--- src/rtl/riscv_constants.sv ---
// Shared RISC-V constants: multiply/divide function codes (funct3 encoding)
// and the multiply/divide unit state encoding.
package riscv_constants;

  typedef enum logic [2:0] {
    MDU_MUL    = 3'd0,
    MDU_MULH   = 3'd1,
    MDU_MULHSU = 3'd2,
    MDU_MULHU  = 3'd3,
    MDU_DIV    = 3'd4,
    MDU_DIVU   = 3'd5,
    MDU_REM    = 3'd6,
    MDU_REMU   = 3'd7
  } MDU_FUN;

  typedef enum logic [1:0] {
    MDU_IDLE = 2'd0,
    MDU_CALC = 2'd1,
    MDU_DONE = 2'd2
  } mdu_state_t;

endpackage

--- src/rtl/riscv_muldiv.sv ---
// Iterative RV32M multiply/divide unit: one radix-2 shift/add-subtract step per
// cycle on unsigned magnitudes, with sign fix-up on the final step.
module riscv_muldiv
  import riscv_constants::*;
#(
  parameter int WORD_LENGTH = 32
) (
  input  logic                   clk,
  input  logic                   rst,
  input  logic                   start,
  input  logic                   flush,
  input  MDU_FUN                 mdu_fun,
  input  logic [WORD_LENGTH-1:0] data1,
  input  logic [WORD_LENGTH-1:0] data2,
  output logic                   busy,
  output logic                   valid,
  output logic [WORD_LENGTH-1:0] result
);

  localparam int W = WORD_LENGTH;
  localparam int CNT_W = $clog2(W);
  localparam logic [CNT_W-1:0] CNT_LAST = CNT_W'(W - 1);
  localparam logic [W-1:0] MOST_NEG = {1'b1, {(W-1){1'b0}}};

  function automatic logic [W-1:0] neg_word(input logic neg, input logic [W-1:0] v);
    return neg ? -v : v;
  endfunction

  function automatic logic [2*W-1:0] neg_dword(input logic neg, input logic [2*W-1:0] v);
    return neg ? -v : v;
  endfunction

  mdu_state_t       state_q, state_d;
  logic [CNT_W-1:0] cnt_q;
  MDU_FUN           fun_q;
  logic             neg_q;
  logic [W-1:0]     opnd_q, acc_hi_q, acc_lo_q;
  logic [W-1:0]     result_q;

  // Acceptance-cycle decode: sign stripping and fast-path detection
  logic         accept, in_div, sgn1, sgn2, in_neg1, in_neg2, in_neg;
  logic         div_zero, div_ovf, fast;
  logic [W-1:0] mag1, mag2, fast_result;

  assign accept   = start & ~flush & (state_q != MDU_CALC);
  assign in_div   = mdu_fun[2];
  assign sgn1     = (mdu_fun == MDU_MULH) | (mdu_fun == MDU_MULHSU) | (in_div & ~mdu_fun[0]);
  assign sgn2     = (mdu_fun == MDU_MULH) | (in_div & ~mdu_fun[0]);
  assign in_neg1  = sgn1 & data1[W-1];
  assign in_neg2  = sgn2 & data2[W-1];
  assign mag1     = neg_word(in_neg1, data1);
  assign mag2     = neg_word(in_neg2, data2);
  // Remainders follow the dividend; quotients and products follow the sign product
  assign in_neg   = (in_div & mdu_fun[1]) ? in_neg1 : (in_neg1 ^ in_neg2);
  assign div_zero = in_div & (data2 == '0);
  assign div_ovf  = in_div & ~mdu_fun[0] & (data1 == MOST_NEG) & (&data2);
  assign fast     = div_zero | div_ovf;
  assign fast_result = div_zero ? (mdu_fun[1] ? data1 : '1)
                                : (mdu_fun[1] ? '0 : data1);

  // Shared adder/subtractor and one iteration step
  logic         is_div;
  logic [W:0]   add_a, add_b, addsub;
  logic [W-1:0] step_hi, step_lo;
  logic [2*W-1:0] prod;
  logic [W-1:0] calc_result;

  assign is_div = fun_q[2];
  assign add_a  = is_div ? {acc_hi_q, acc_lo_q[W-1]} : {1'b0, acc_hi_q};
  assign add_b  = {1'b0, opnd_q};
  assign addsub = is_div ? (add_a - add_b) : (add_a + add_b);

  always_comb begin
    step_hi = {1'b0, acc_hi_q[W-1:1]};
    step_lo = {acc_hi_q[0], acc_lo_q[W-1:1]};
    if (is_div) begin
      step_hi = addsub[W] ? {acc_hi_q[W-2:0], acc_lo_q[W-1]} : addsub[W-1:0];
      step_lo = {acc_lo_q[W-2:0], ~addsub[W]};
    end else if (acc_lo_q[0]) begin
      step_hi = addsub[W:1];
      step_lo = {addsub[0], acc_lo_q[W-1:1]};
    end
  end

  assign prod = neg_dword(neg_q, {step_hi, step_lo});

  always_comb begin
    calc_result = prod[W-1:0];
    case (fun_q)
      MDU_MUL:                        calc_result = prod[W-1:0];
      MDU_MULH, MDU_MULHSU, MDU_MULHU: calc_result = prod[2*W-1:W];
      MDU_DIV, MDU_DIVU:              calc_result = neg_word(neg_q, step_lo);
      MDU_REM, MDU_REMU:              calc_result = neg_word(neg_q, step_hi);
      default:                        calc_result = prod[W-1:0];
    endcase
  end

  always_comb begin
    state_d = state_q;
    busy    = (state_q == MDU_CALC);
    valid   = (state_q == MDU_DONE);
    case (state_q)
      MDU_IDLE, MDU_DONE: begin
        if (accept) state_d = fast ? MDU_DONE : MDU_CALC;
        else        state_d = MDU_IDLE;
      end
      MDU_CALC: if (cnt_q == CNT_LAST) state_d = MDU_DONE;
      default:  state_d = MDU_IDLE;
    endcase
    if (flush) state_d = MDU_IDLE;
  end

  always_ff @(posedge clk) begin
    if (rst) begin
      state_q  <= MDU_IDLE;
      cnt_q    <= '0;
      result_q <= '0;
    end else begin
      state_q <= state_d;
      if (accept)                   cnt_q <= '0;
      else if (state_q == MDU_CALC) cnt_q <= cnt_q + CNT_W'(1);
      if (!flush) begin
        if (accept && fast)
          result_q <= fast_result;
        else if (state_q == MDU_CALC && cnt_q == CNT_LAST)
          result_q <= calc_result;
      end
    end
  end

  // Datapath registers carry no reset; they are always loaded on acceptance
  always_ff @(posedge clk) begin
    if (accept) begin
      fun_q    <= mdu_fun;
      neg_q    <= in_neg;
      opnd_q   <= in_div ? mag2 : mag1;
      acc_hi_q <= '0;
      acc_lo_q <= in_div ? mag1 : mag2;
    end else if (state_q == MDU_CALC) begin
      acc_hi_q <= step_hi;
      acc_lo_q <= step_lo;
    end
  end

  assign result = result_q;

endmodule
--- config.mk ---
export PLATFORM = sky130hd
export DESIGN_NAME = riscv_muldiv
export DESIGN_NICKNAME = d
export VERILOG_FILES = /design/src/rtl/riscv_constants.sv /design/src/rtl/riscv_muldiv.sv
export SDC_FILE = /design/constraint.sdc
export NUM_CORES = 1
export LEC_CHECK = 0
export BUFFER_PORTS_ARGS = -buffer_cell sky130_fd_sc_hd__buf_2
export CAP_MARGIN = 20
export CORE_MARGIN = 10
export CORE_UTILIZATION = 45
export CTS_CLUSTER_DIAMETER = 200
export CTS_CLUSTER_SIZE = 14
export DETAILED_ROUTE_END_ITERATION = 6
export GPL_TIMING_DRIVEN = 0
export PLACE_DENSITY = 0.63
export SYNTH_ARGS = -nofsm -noshare
export SYNTH_HDL_FRONTEND = slang
export SYNTH_SLANG_ARGS = --single-unit
export TNS_END_PERCENT = 10
--- constraint.sdc ---
create_clock -name clk -period 9.2 [get_ports clk]
set_input_delay 1.84 -clock clk [delete_from_list [all_inputs] [get_ports clk]]
set_output_delay 1.84 -clock clk [all_outputs]
set_load 0.1 [all_outputs]
==> impl_metrics.ini, run 1 <==
[timing]
tns_ps = 0
fmaxAchievable_mhz = 113
rsz0062_at_grt = no
period_needed_ps = 8850
finalHoldViolations = 0
setup_viol = 0
post-route-period-util = 0.962
slew_headroom = 0.196
maxSlewViolCount = 0
finClkSkew_ps = 20.8
tightest_slew_ps = 1200
worst_slack_ps = 351

[worst_setup_path]
critPathMaxStageDelay_ps = 840
end_kind = register
slowest_stage = nor3_1
worstSetupPathType = reg -> reg
cp_top_family = compound AO/OA/AOI/OAI gates
crit_buf_inv = 10
required_ps = 9530
worstPathMaxFanout = 19
critical_path_arrival_ps = 9180
crit_path_frequent_cell = clkbuf_4
critical_path.startpoint_type = register

[logic_synthesis]
ys_warn_count = 0
yosys.cell_types.count = 98
yosysTopAreaCell = edfxtp_1
synth-compound-area-share = 0.267
syn_area_per_cell_um2 = 7.79
synth_top_area_frac = 0.143
synth_nets = 1951
yosys-mux-area-fraction = 0.110
synth_edf_count = 68
yosys-top-cells-area = edfxtp_1, dfxtp_1, mux2i_1
synth-adder-area-share = 0.0421
yosys_most_used_dff = dfxtp_1
synthesis.area_um2 = 14300
ys_seq_area_frac = 0.242
synthArstFlopShare = 0
yosysMostFrequentCell = a21oi_1
synth-xor-area-share = 0.0954
synthSimpleGateAreaFrac = 0.197
synth.top_cells.by_count = a21oi_1, nor2_1, nand2_1
synthCells = 1838
synth_top_family_by_area = compound AO/OA/AOI/OAI gates
ys_ff_latch = 139

[final_layout]
antenna_cells = 0
num-fill-cells = 3161
finalNetCount = 2072
post-route-util = 0.509
syn_to_final_growth_pct = 11.8
drive_above_1_share = 0.132
finalNonFillerCells = 2374

[drt]
viasPerCell = 6.70
vias = 15900
final_antenna_net_count = 0
drt_first_iter_violations = 1849
wirelength_um = 65500
wire_per_inst_um = 27.6
detail_route.first_pass.iterations = 6
route.detailed.drc = 0

[clocking]
cts-root-buf = clkbuf_16
cts-htree-levels = 4
cts_tree = yes
clk_pin_slew_worst_paths_ps = 70
clock_sinks = 139
cts_inserted_buffers = 17
cts_setup_buffers = 0
clk_latency_ps = 450
hold_buffers = 0
clockBufferDepth = 2

[power]
swShare = 0.450
p_int_mw = 1.51
vdd_drop_max_uv = 159
power.sequential.fraction = 0.279
p_sw_mw = 1.24
cellLeakagePower_nw = 6.10
clkPwrFrac = 0.257
finalPower_mw = 2.75
powerDensity_nw_per_um2 = 172
pwr-share-comb = 0.464

[floorplan]
start_util = 0.455
core_area_um2 = 31500
die_area_um2 = 39400
die_x_um = 198
rows = 65
die_h_um = 198
io_pins = 105

[placed_design]
io_buffer_count = 103
dp_cells = 2344
hpwl_um = 53000
gp_congestion = 1.01
dp_slack_ps = -1820

[global_routing]
grt_pass1_vias = 15100
track_usage = 0.327
grt_max_degree = 38
grt_overflow = 0
antenna_found_initial = 1
grt_pass1_wl_um = 96700

[flow_run]
max_cap_violations = 0

[run_status]
status = finished clean

[hold_path]
hold_class = reg -> reg
-- what timing repair did --
item | in CTS | in global routing
setup endpoints to repair | 33 | 20
pin swaps | 0 | 1
gates cloned | 0 | 0
gates resized for setup | 10 | 15
-- logic make-up after synthesis --
family / after synthesis
AO/OA/AOI/OAI: 597
adder cells (fa/ha/maj): 49
flip-flops: 139
multiplexers: 150
buffers and inverters: 167
XOR/XNOR: 156
AND/OR/NAND/NOR: 580
-- worst min-delay path, stage by stage (launching register included) --
cell	delay, ps
dfxtp_1	310
nand2_1	50
a21oi_1	50
-- flip-flops by register name, summed over array words and instances, names as in the netlist --
signal and count:
cnt_q 5, fun_q 3, result 32, opnd_q 32, neg_q 1, acc_lo_q 32, state_q 2, acc_hi_q 32
-- routing by layer --
layer / vias up / track usage / wire length [um]
li1: 7135 / - / -
met1: 7614 / 0.416 / 26100
met2: 963 / 0.518 / 29400
met3: 196 / 0.0644 / 6250
met4: 0 / 0.168 / 3710
met5: - / 0 / 0
-- area by class of cell --
cell class | count | area [um2] | area share
Timing Repair Buffer | 104 | 536 | 0.0335
Buffer | 111 | 483 | 0.0302
Tap cell | 402 | 503 | 0.0314
Inverter | 54 | 203 | 0.0127
Clock inverter | 12 | 96.3 | 0.00602
Clock buffer | 20 | 489 | 0.0306
Multi-Input combinational cell | 1532 | 10200 | 0.639
Sequential cell | 139 | 3460 | 0.216
-- placed cells by master, fill, tap and decap left out, types with 10 or more instances in the layout --
cell type / netlist / layout
a211oi_1: 34 / 33
a21o_1: 13 / 13
a21oi_1: 190 / 190
a22o_1: 22 / 22
a31oi_1: 27 / 27
and2_1: 12 / 12
and3_1: 10 / 10
buf_2: 21 / 123
clkbuf_1: 77 / 70
clkbuf_16: 0 / 19
dfxtp_1: 71 / 71
edfxtp_1: 68 / 68
ha_1: 41 / 41
inv_1: 50 / 49
mux2_2: 43 / 43
mux2i_1: 105 / 105
nand2_1: 143 / 143
nand2b_1: 15 / 15
nand3_1: 38 / 36
nand4_1: 32 / 32
nor2_1: 166 / 165
nor2b_1: 13 / 13
nor3_1: 68 / 68
nor4_1: 22 / 21
o211ai_1: 19 / 19
o21a_1: 10 / 10
o21ai_0: 127 / 126
o21ai_1: 14 / 15
o31ai_1: 26 / 26
or2_2: 12 / 12
or3_1: 16 / 16
xnor2_1: 104 / 104
xor2_1: 52 / 52
-- path summary, 6_finish.rpt --
kind,from,endpoint,slack [ps],cells past startpoint
worst min-delay path,result[6],result[6],450,2
worst max-delay path,fun_q[2],result[17],350,25
worst min register to register,result[6],result[6],450,2
worst max register to register,fun_q[2],result[17],350,25
-- through the flow --
step	hold slack [ps]	cell area, um2
4_1_cts	456	16000
2_1_floorplan	457	14300
3_5_place_dp	449	15400
6_report	453	16000
3_3_place_gp	440	15300
5_1_grt	484	16000
-- power groups by stage --
stage | clock (mW) | combinational (mW) | sequential (mW)
6_report | 0.707 | 1.27 | 0.766
5_1_grt | 0.727 | 1.35 | 0.770
4_1_cts | 0.702 | 1.22 | 0.763
3_5_place_dp | 0 | 1.21 | 0.776
3_3_place_gp | 0 | 1.21 | 0.775
2_1_floorplan | 0 | 0.817 | 0.752
(Power assumes the default switching activity.)
==> inputs of run 2 (changes only) <==
Settings changed: REMOVE_ABC_BUFFERS set to 1.
==> run 2 against run 1 <==
- register-to-register slack improved by 840 ps
- combinational power down 9%
- sequential share of layout area rose by 0.095 points
- highest routed layer unchanged
- critical path type unchanged
- sequential power about the same
- via count decreased by 8.0%
==> impl_metrics.ini, run 2 (synthesis results as in run 1) <==
[clocking]
ctsResizeCount = 0
cts_inserted_buffers = 17
clk_pin_slew_worst_paths_ps = 60
clock_sinks = 139
cts-htree-levels = 4
clockBufferDepth = 2
cts_tree = yes
hold_buffers = 0
cts_setup_buffers = 0
clk_latency_ps = 440
cts-root-buf = clkbuf_16

[global_routing]
grt_overflow = 0
antenna_found_initial = 0
grt_use_met2 = 0.410
grt_pass1_wl_um = 78900
grt_max_degree = 60
use_met3 = 0.0302
grt_pass1_vias = 13900
track_usage = 0.255
grt-busiest-layer = met2
grtUsageMet1 = 0.340

[final_layout]
post-route-util = 0.506
drive_above_1_share = 0.132
finalNetCount = 1984
antenna_cells = 0
syn_to_final_growth_pct = 11.3
mostFrequentLayoutCell = a21oi_1
num-fill-cells = 3028
final_cell_mix = a21oi_1, nor2_1, nand2_1

[worst_setup_path]
r2r_start = opnd_q[18]
worstSetupPathType = reg -> reg
worstPathMaxFanout = 9
critical_path_arrival_ps = 8380
required_ps = 9570
critical_path.startpoint_type = register
reg2reg_depth = 25
end_kind = register
r2r-end = result[6]
rrSetupSlack_ps = 1190

[power]
powerDensity_nw_per_um2 = 161
pwr-share-comb = 0.451
swShare = 0.417
clkPwrFrac = 0.250
cellLeakagePower_nw = 6.05
p_sw_mw = 1.07
vdd_drop_max_uv = 113
power.sequential.fraction = 0.298
p_int_mw = 1.49

[timing]
fmaxAchievable_mhz = 125
finalHoldViolations = 0
maxSlewViolCount = 0
tns_ps = 0
slew_headroom = 0.258
post-route-period-util = 0.871
period_needed_ps = 8010
finClkSkew_ps = 8.94
rsz0062_at_grt = no
tightest_slew_ps = 1110
setup_viol = 0

[hold_path]
hold_class = reg -> reg
min_from = result[6]
min_to = result[6]
hold_depth = 2

[floorplan]
die_h_um = 198
rows = 65
core_area_um2 = 31500
io_pins = 105
start_util = 0.455
die_x_um = 198
die_area_um2 = 39400

[drt]
detail_route.first_pass.iterations = 6
final_antenna_net_count = 0
wirelength_um = 51500
route.detailed.drc = 0
vias = 14600
wire_per_inst_um = 22.5
viasPerCell = 6.40
drt_first_iter_violations = 1428

[flow_run]
max_cap_violations = 0

[placed_design]
hpwl_um = 40300
io_buffer_count = 104
gp_congestion = 0.940

[run_status]
status = finished clean
-- run 2: through the flow --
stage                     hold slack [ps]  cell area [um2]  setup WS [ps]  cells  total power [mW]
after floorplan                       455            13900          -1440   1725              1.55
after global placement                439            14900          -6260   2231              1.86
after detailed placement              449            15400           1360   2254              1.89
after CTS                             455            15900           1320   2286              2.53
after global routing                  482            15900            835   2286              2.69
final                                 454            15900           1190   2286              2.56
-- run 2: worst max-delay path by stage --
stage                    start   endpoint  slack, ps  cells after the start
detailed placement  opnd_q[18]  result[6]       1360                     25
global placement      fun_q[2]  result[6]      -6260                     23
finish              opnd_q[18]  result[6]       1190                     25
floorplan             fun_q[2]  result[6]      -1440                     23
CTS                 opnd_q[18]  result[6]       1320                     25
global route        opnd_q[16]  result[6]        840                     25
-- run 2: cell type report --
class / instances / area [um2] / area share
Timing Repair Buffer: 127 / 1020 / 0.0639
Sequential cell: 139 / 3460 / 0.217
Tap cell: 402 / 503 / 0.0316
Clock inverter: 9 / 76.3 / 0.00479
Inverter: 54 / 204 / 0.0128
Multi-Input combinational cell: 1532 / 10200 / 0.642
Clock buffer: 23 / 448 / 0.0281
-- run 2: per-layer routing --
metal  up-vias  part of all wire
met5         -                 0
met4         0             0.035
met2       631              0.45
met3       106             0.063
met1      6944              0.45
li1       6959                 -
-- run 2: power by group through the flow --
stage | registers (mW) | logic (mW) | clock network [mW]
5_1_grt | 0.771 | 1.25 | 0.668
3_5_place_dp | 0.775 | 1.12 | 0
4_1_cts | 0.762 | 1.13 | 0.641
3_3_place_gp | 0.793 | 1.07 | 0
2_1_floorplan | 0.767 | 0.780 | 0
6_report | 0.764 | 1.16 | 0.642
-- run 2: worst max-delay path: stages, from the launching register on --
cell	delay, ps
edfxtp_1	450
or4_4	590
or4_4	440
nor3_1	520
nor2_1	120
xnor2_1	280
ha_1	400
a21o_1	220
a31o_1	190
a22o_1	270
nor4_1	330
mux2i_1	200
nand3_1	350
a21boi_0	480
ha_1	280
and2_1	200
nand2_1	210
or2_2	390
nand2b_1	220
or2_2	400
nand2_1	270
nor2_1	230
o21a_1	230
a211oi_1	320
o21ai_0	190
a21oi_1	150
